$ cat config.mk
export PLATFORM = sky130hd
export DESIGN_NAME = mem_load_stage_flat
export DESIGN_NICKNAME = d
export VERILOG_FILES = /design/src/rtl/mem_load_stage_if.sv /design/src/rtl/mem_load_stage.sv /design/src/flat_wrapper.sv
export SDC_FILE = /design/constraint.sdc
export NUM_CORES = 1
export LEC_CHECK = 0
export ABC_CLOCK_PERIOD_IN_PS = 4690
export BUFFER_PORTS_ARGS = -buffer_cell sky130_fd_sc_hd__clkbuf_2
export CAP_MARGIN = 20
export CORE_AREA = 8 8 103 175
export DETAILED_ROUTE_END_ITERATION = 7
export DIE_AREA = 0 0 111 183
export PLACE_DENSITY = 0.59
export SETUP_SLACK_MARGIN = 0.4
export SLEW_MARGIN = 15
export SYNTH_ARGS = -nofsm -noshare
export SYNTH_HDL_FRONTEND = slang
export SYNTH_SLANG_ARGS = --single-unit
$ cat constraint.sdc
create_clock -name clk -period 4.69 [get_ports clk]
set_clock_uncertainty 0.1 [all_clocks]
set_input_delay 0.7035 -clock clk [delete_from_list [all_inputs] [get_ports clk]]
set_output_delay 0.7035 -clock clk [all_outputs]
set_load 0.01 [all_outputs]
$ cat src/rtl/mem_load_stage_if.sv
// EX->MEM->WB handshake, payload and forwarding signals for the memory load stage.
//   es_to_ms_valid / es_to_ms_bus[73:0] : instruction offered by EX
//   ms_allowin                          : MEM can take an instruction this cycle
//   data_sram_rdata[31:0]               : SRAM read word, meaningful the cycle after EX issued it
//   ws_allowin                          : WB can take an instruction this cycle
//   ms_to_ws_valid / ms_to_ws_bus[69:0] : result offered to WB
//   ms_rf_collect[37:0]                 : {rf_we & valid, rf_waddr, final_result} for ID hazard/forwarding
interface mem_load_stage_if;
  logic        es_to_ms_valid;
  logic [73:0] es_to_ms_bus;
  logic        ms_allowin;
  logic [31:0] data_sram_rdata;
  logic        ws_allowin;
  logic        ms_to_ws_valid;
  logic [69:0] ms_to_ws_bus;
  logic [37:0] ms_rf_collect;

  // Surrounding pipeline (EX, SRAM, WB, ID) side
  modport master (
    output es_to_ms_valid, es_to_ms_bus, data_sram_rdata, ws_allowin,
    input  ms_allowin, ms_to_ws_valid, ms_to_ws_bus, ms_rf_collect
  );

  // MEM stage side
  modport slave (
    input  es_to_ms_valid, es_to_ms_bus, data_sram_rdata, ws_allowin,
    output ms_allowin, ms_to_ws_valid, ms_to_ws_bus, ms_rf_collect
  );
endinterface

$ cat src/rtl/mem_load_stage.sv
// Memory stage of the pipeline: holds one instruction from EX, picks up the
// SRAM read word, extracts/extends the loaded byte/half/word and hands the
// result to WB. A 32-bit hold buffer keeps the read word alive across WB stalls.
//   clk    : clock, rising edge
//   resetn : synchronous active-low reset
//   ms_if  : slave side of mem_load_stage_if (handshake, buses, forwarding)
module mem_load_stage (
  input  logic              clk,
  input  logic              resetn,
  mem_load_stage_if.slave   ms_if
);

  localparam int unsigned DATA_W  = 32;
  localparam int unsigned ADDR_W  = 5;
  localparam int unsigned OP_W    = 3;

  localparam logic [OP_W-1:0] OP_LD_B  = 3'b001;
  localparam logic [OP_W-1:0] OP_LD_H  = 3'b010;
  localparam logic [OP_W-1:0] OP_LD_BU = 3'b101;
  localparam logic [OP_W-1:0] OP_LD_HU = 3'b110;

  logic              ms_valid;
  logic              res_from_mem;
  logic              rf_we;
  logic [ADDR_W-1:0] rf_waddr;
  logic [DATA_W-1:0] alu_result;
  logic [OP_W-1:0]   load_op;
  logic [DATA_W-1:0] pc;
  logic              rdata_fresh;
  logic              buf_valid;
  logic [DATA_W-1:0] rdata_buf;

  logic              ms_ready_go;
  logic              accept;
  logic [DATA_W-1:0] raw_word;
  logic [7:0]        lane_byte;
  logic [15:0]       lane_half;
  logic [DATA_W-1:0] load_value;
  logic [DATA_W-1:0] final_result;

  // Handshake: the stage never waits on anything of its own
  assign ms_ready_go          = 1'b1;
  assign ms_if.ms_allowin     = ~ms_valid | (ms_ready_go & ms_if.ws_allowin);
  assign ms_if.ms_to_ws_valid = ms_valid & ms_ready_go;
  assign accept               = ms_if.es_to_ms_valid & ms_if.ms_allowin;

  // Pipeline register, fresh-data flag and read-data hold buffer
  always_ff @(posedge clk) begin
    if (!resetn) begin
      ms_valid     <= 1'b0;
      res_from_mem <= 1'b0;
      rf_we        <= 1'b0;
      rf_waddr     <= '0;
      alu_result   <= '0;
      load_op      <= '0;
      pc           <= '0;
      rdata_fresh  <= 1'b0;
      buf_valid    <= 1'b0;
      rdata_buf    <= '0;
    end else begin
      if (ms_if.ms_allowin) begin
        ms_valid <= ms_if.es_to_ms_valid;
      end
      if (accept) begin
        res_from_mem <= ms_if.es_to_ms_bus[73];
        rf_we        <= ms_if.es_to_ms_bus[72];
        rf_waddr     <= ms_if.es_to_ms_bus[71:67];
        alu_result   <= ms_if.es_to_ms_bus[66:35];
        load_op      <= ms_if.es_to_ms_bus[34:32];
        pc           <= ms_if.es_to_ms_bus[31:0];
      end
      // SRAM data is only valid the cycle after the accept; capture it if WB stalls then
      rdata_fresh <= accept;
      if (accept) begin
        buf_valid <= 1'b0;
      end else if (rdata_fresh && ms_valid && !ms_if.ws_allowin) begin
        rdata_buf <= ms_if.data_sram_rdata;
        buf_valid <= 1'b1;
      end
    end
  end

  assign raw_word = buf_valid ? rdata_buf : ms_if.data_sram_rdata;

  // Lane selection from the low address bits; misalignment is not checked
  always_comb begin
    lane_byte = raw_word[7:0];
    case (alu_result[1:0])
      2'd0:    lane_byte = raw_word[7:0];
      2'd1:    lane_byte = raw_word[15:8];
      2'd2:    lane_byte = raw_word[23:16];
      default: lane_byte = raw_word[31:24];
    endcase
    lane_half = alu_result[1] ? raw_word[31:16] : raw_word[15:0];
  end

  // Load width / extension decode; unlisted codes return the whole word
  always_comb begin
    load_value = raw_word;
    case (load_op)
      OP_LD_B:  load_value = {{24{lane_byte[7]}}, lane_byte};
      OP_LD_H:  load_value = {{16{lane_half[15]}}, lane_half};
      OP_LD_BU: load_value = {24'd0, lane_byte};
      OP_LD_HU: load_value = {16'd0, lane_half};
      default:  load_value = raw_word;
    endcase
  end

  assign final_result = res_from_mem ? load_value : alu_result;

  // WB qualifies rf_we with valid itself; ID needs it pre-masked
  assign ms_if.ms_to_ws_bus  = {rf_we, rf_waddr, final_result, pc};
  assign ms_if.ms_rf_collect = {rf_we & ms_valid, rf_waddr, final_result};

endmodule

$ cat src/flat_wrapper.sv
// flat-port wrapper written by rule: the top's interface ports become plain ports
module mem_load_stage_flat 
  (clk, resetn, ms_if_es_to_ms_valid, ms_if_es_to_ms_bus, ms_if_data_sram_rdata, ms_if_ws_allowin, ms_if_ms_allowin, ms_if_ms_to_ws_valid, ms_if_ms_to_ws_bus, ms_if_ms_rf_collect);
  mem_load_stage_if ms_if_i ();
  input  logic clk;
  input  logic resetn;
  input wire logic [$bits(ms_if_i.es_to_ms_valid)-1:0] ms_if_es_to_ms_valid;
  input wire logic [$bits(ms_if_i.es_to_ms_bus)-1:0] ms_if_es_to_ms_bus;
  input wire logic [$bits(ms_if_i.data_sram_rdata)-1:0] ms_if_data_sram_rdata;
  input wire logic [$bits(ms_if_i.ws_allowin)-1:0] ms_if_ws_allowin;
  output wire logic [$bits(ms_if_i.ms_allowin)-1:0] ms_if_ms_allowin;
  output wire logic [$bits(ms_if_i.ms_to_ws_valid)-1:0] ms_if_ms_to_ws_valid;
  output wire logic [$bits(ms_if_i.ms_to_ws_bus)-1:0] ms_if_ms_to_ws_bus;
  output wire logic [$bits(ms_if_i.ms_rf_collect)-1:0] ms_if_ms_rf_collect;
  assign ms_if_i.es_to_ms_valid = ms_if_es_to_ms_valid;
  assign ms_if_i.es_to_ms_bus = ms_if_es_to_ms_bus;
  assign ms_if_i.data_sram_rdata = ms_if_data_sram_rdata;
  assign ms_if_i.ws_allowin = ms_if_ws_allowin;
  assign ms_if_ms_allowin = ms_if_i.ms_allowin;
  assign ms_if_ms_to_ws_valid = ms_if_i.ms_to_ws_valid;
  assign ms_if_ms_to_ws_bus = ms_if_i.ms_to_ws_bus;
  assign ms_if_ms_rf_collect = ms_if_i.ms_rf_collect;
  mem_load_stage u_core (.clk(clk), .resetn(resetn), .ms_if(ms_if_i));
endmodule
==> results.toml <==
[cts]
cts_max_level = 3
ctsHoldBuffers = 0
ctsResizeCount = 0
cts_made_buffers = 9
clockRootBuffer = "clkbuf_16"
cts_tree = "built"
cts_buffer_depth = 2
post_cts_buffers = 0
clk_latency_ns = 0.35
cts.sink_count = 109
clk_pin_slew_ns = 0.07

[global_route]
top_usage_layer = "met2"
antenna_found_initial = 2
grt_use_met1 = 0.170
grt_pass1_vias = 5025
grt_pass1_wl_mm = 27.3
met2_usage = 0.310
grt.met3_usage = 0.0471
grt-ovfl-total = 0
grt_use_total = 0.167
grt_max_degree = 53

[finish]
area_delta_synth_final_pct = 23.4
drive_gt1_frac = 0.388
multi_input_area_um2 = 2420
fillers = 1587
seqCellArea_um2 = 2180
finish.utilization = 0.408
nets = 816
final_cell_mix = "clkbuf_2 (219), dfxtp_1 (107), nand2_1 (100), a22o_1 (75), a21boi_0 (32)"
layout.cells.most_common = "clkbuf_2"
design_area_um2 = 6380

[logic_synthesis]
synth_top_family_by_area = "compound AO/OA/AOI/OAI gates"
yosys.area_share.simple = 0.0947
synthMuxAreaShare = 0.102
synthesis.nets = 661
yosysUniqueCellTypes = 35
synth_xor_area_frac = 0
ys_seq_area_frac = 0.422
syn_avg_cell_area_um2 = 9.41
netlist_instances = 549
async_flop_share = 0
synth_compound_area_frac = 0.264
ys.flop_type = "dfxtp_1"
ys_warn_count = 0
synth_edf_count = 0
yosys.area_share.adder = 0.00484
ys_seq_elements = 109
syn-cell-area_um2 = 5170

[routing]
wl_per_cell_um = 19.4
first_iter_violations = 175
vias = 4555
drtPass1Iterations = 4
via_per_inst = 5.07
wl_mm = 17.4
post-route-drc-count = 0
ant_nets = 0

[die]
die_h_um = 183
ioPinCount = 220
row_count = 61
die_w_um = 111
core_area_um2 = 15600
start_util = 0.330
fp.dieArea_um2 = 20300

[power]
leakage_nw = 2.80
peakVddDrop_mv = 0.157
powerDensity_nw_per_um2 = 333

[setup_path]
path_class = "flip-flop to output pin"
crit_arrival_ns = 2.86
start_kind = "flip-flop"
path_cells = "mux2_2 -> o21ai_0 -> a2111oi_0 -> nor2_1 -> a21oi_1 -> clkbuf_2"
end_kind = "output pin"
cp.required_ns = 3.89
slowest_stage = "dfxtp_2"
slowest_delay_ns = 0.66
cpLargestDelayFamily = "compound AO/OA/AOI/OAI gates"
cp_num_buf_inv = 1
crit_fanout = 18

[timing]
finalSetupViolCount = 0
worst_pin_slew_ns = 0.988
rsz0062_at_grt = "false"
finalHoldViolations = 0
fin_setup_tns_ns = 0
slew_violations = 0
timing.final.ws_setup_ns = 1.03
hold_slack_ns = 0.371
fin_crit_ns = 3.66
max_freq_mhz = 273
period_share = 0.781
slew_headroom = 0.340

[place]
port-buffer-count = 219
place_ws_ns = 1.31
gp_congestion = 0.825
dpl_cell_area_um2 = 6080
dpl.hpwl_mm = 13.8

[outcome]
outcome = "finished, final reports clean"

[flow_run]
drv_cap = 0

[hold_path]
hold_class = "flip-flop to flip-flop"
## cell families after synthesis
family	count (synthesis)
compound gates	174
flops	109
mux	40
buf+inv	105
simple gates	119
fa+ha+maj	2
## state kept, by name, summed over array words and instances (netlist names)
name and count:
u_core.alu_result 32, u_core.buf_valid 1, u_core.load_op 3, u_core.ms_if.ms_to_ws_valid 1, u_core.pc 32, u_core.rdata_buf 32
u_core.rdata_fresh 1, u_core.res_from_mem 1, u_core.rf_waddr 5, u_core.rf_we 1
## cell usage after synthesis (2+ instances only)
cell type / number / area, um^2
buf_1: 2 / 7.51
o31a_1: 6 / 52.6
mux2_2: 16 / 180
o221ai_1: 6 / 52.6
ha_1: 2 / 25.0
nand2_1: 100 / 375
nor2_1: 4 / 15.0
clkbuf_1: 28 / 105
inv_1: 23 / 86.3
dfxtp_1: 109 / 2180
o21a_1: 3 / 22.5
buf_4: 41 / 308
a21boi_0: 33 / 248
o22ai_1: 24 / 150
nand2b_1: 6 / 37.5
o21ai_0: 10 / 50.1
a21oi_1: 11 / 55.1
mux4_2: 8 / 180
a22o_1: 75 / 657
mux2i_1: 15 / 150
buf_6: 3 / 33.8
buf_2: 8 / 40.0
and3_1: 2 / 12.5
and2_1: 3 / 18.8
## worst reg2reg max path, cell delays in order (launching register included)
cell     delay (ns)
dfxtp_1        0.32
nor2b_1        0.16
inv_1          0.13
and3_2         0.72
buf_4          0.49
a22o_1         0.20
## layout make-up
type	instances	area share
Antenna cell	2	0.000784
Clock buffer	9	0.0353
Clock inverter	6	0.00863
Inverter	23	0.0135
Multi-Input combinational cell	335	0.379
Sequential cell	109	0.342
Tap cell	189	0.0371
Timing Repair Buffer	226	0.183
## report_power, final
part | switching, mW | total, mW | internal [mW]
combinational | 0.224 | 0.394 | 0.171
sequential | 0.0289 | 0.999 | 0.970
clock | 0.364 | 0.733 | 0.369
## metrics by stage
| step | total power, mW | cells |
|---|---|---|
| after global placement | 1.41 | 881 |
| final | 2.13 | 899 |
| after global routing | 2.23 | 899 |
| after detailed placement | 1.42 | 881 |
| after floorplan | 1.27 | 549 |
| after CTS | 2.16 | 896 |
## layer usage
layer / up-vias / part of all wire
met5: - / 0
met1: 2124 / 0.38
met4: 0 / 0.022
li1: 2238 / -
met2: 171 / 0.53
met3: 22 / 0.068
## worst paths after layout
kind         depth (start not counted)                                      from  slack, ns                                to
min                                  2          u_core.rdata_buf[1]$_SDFFE_PN0P_       0.37  u_core.rdata_buf[1]$_SDFFE_PN0P_
min reg2reg                          2          u_core.rdata_buf[1]$_SDFFE_PN0P_       0.37  u_core.rdata_buf[1]$_SDFFE_PN0P_
max reg2reg                          5  u_core.ms_if.ms_to_ws_valid$_SDFFE_PN0N_       2.52   u_core.rf_waddr[2]$_SDFFE_PN0P_
max                                  6             u_core.buf_valid$_SDFFE_PP0P_       1.03            ms_if_ms_to_ws_bus[47]
Power figures use the tool's default switching activity.
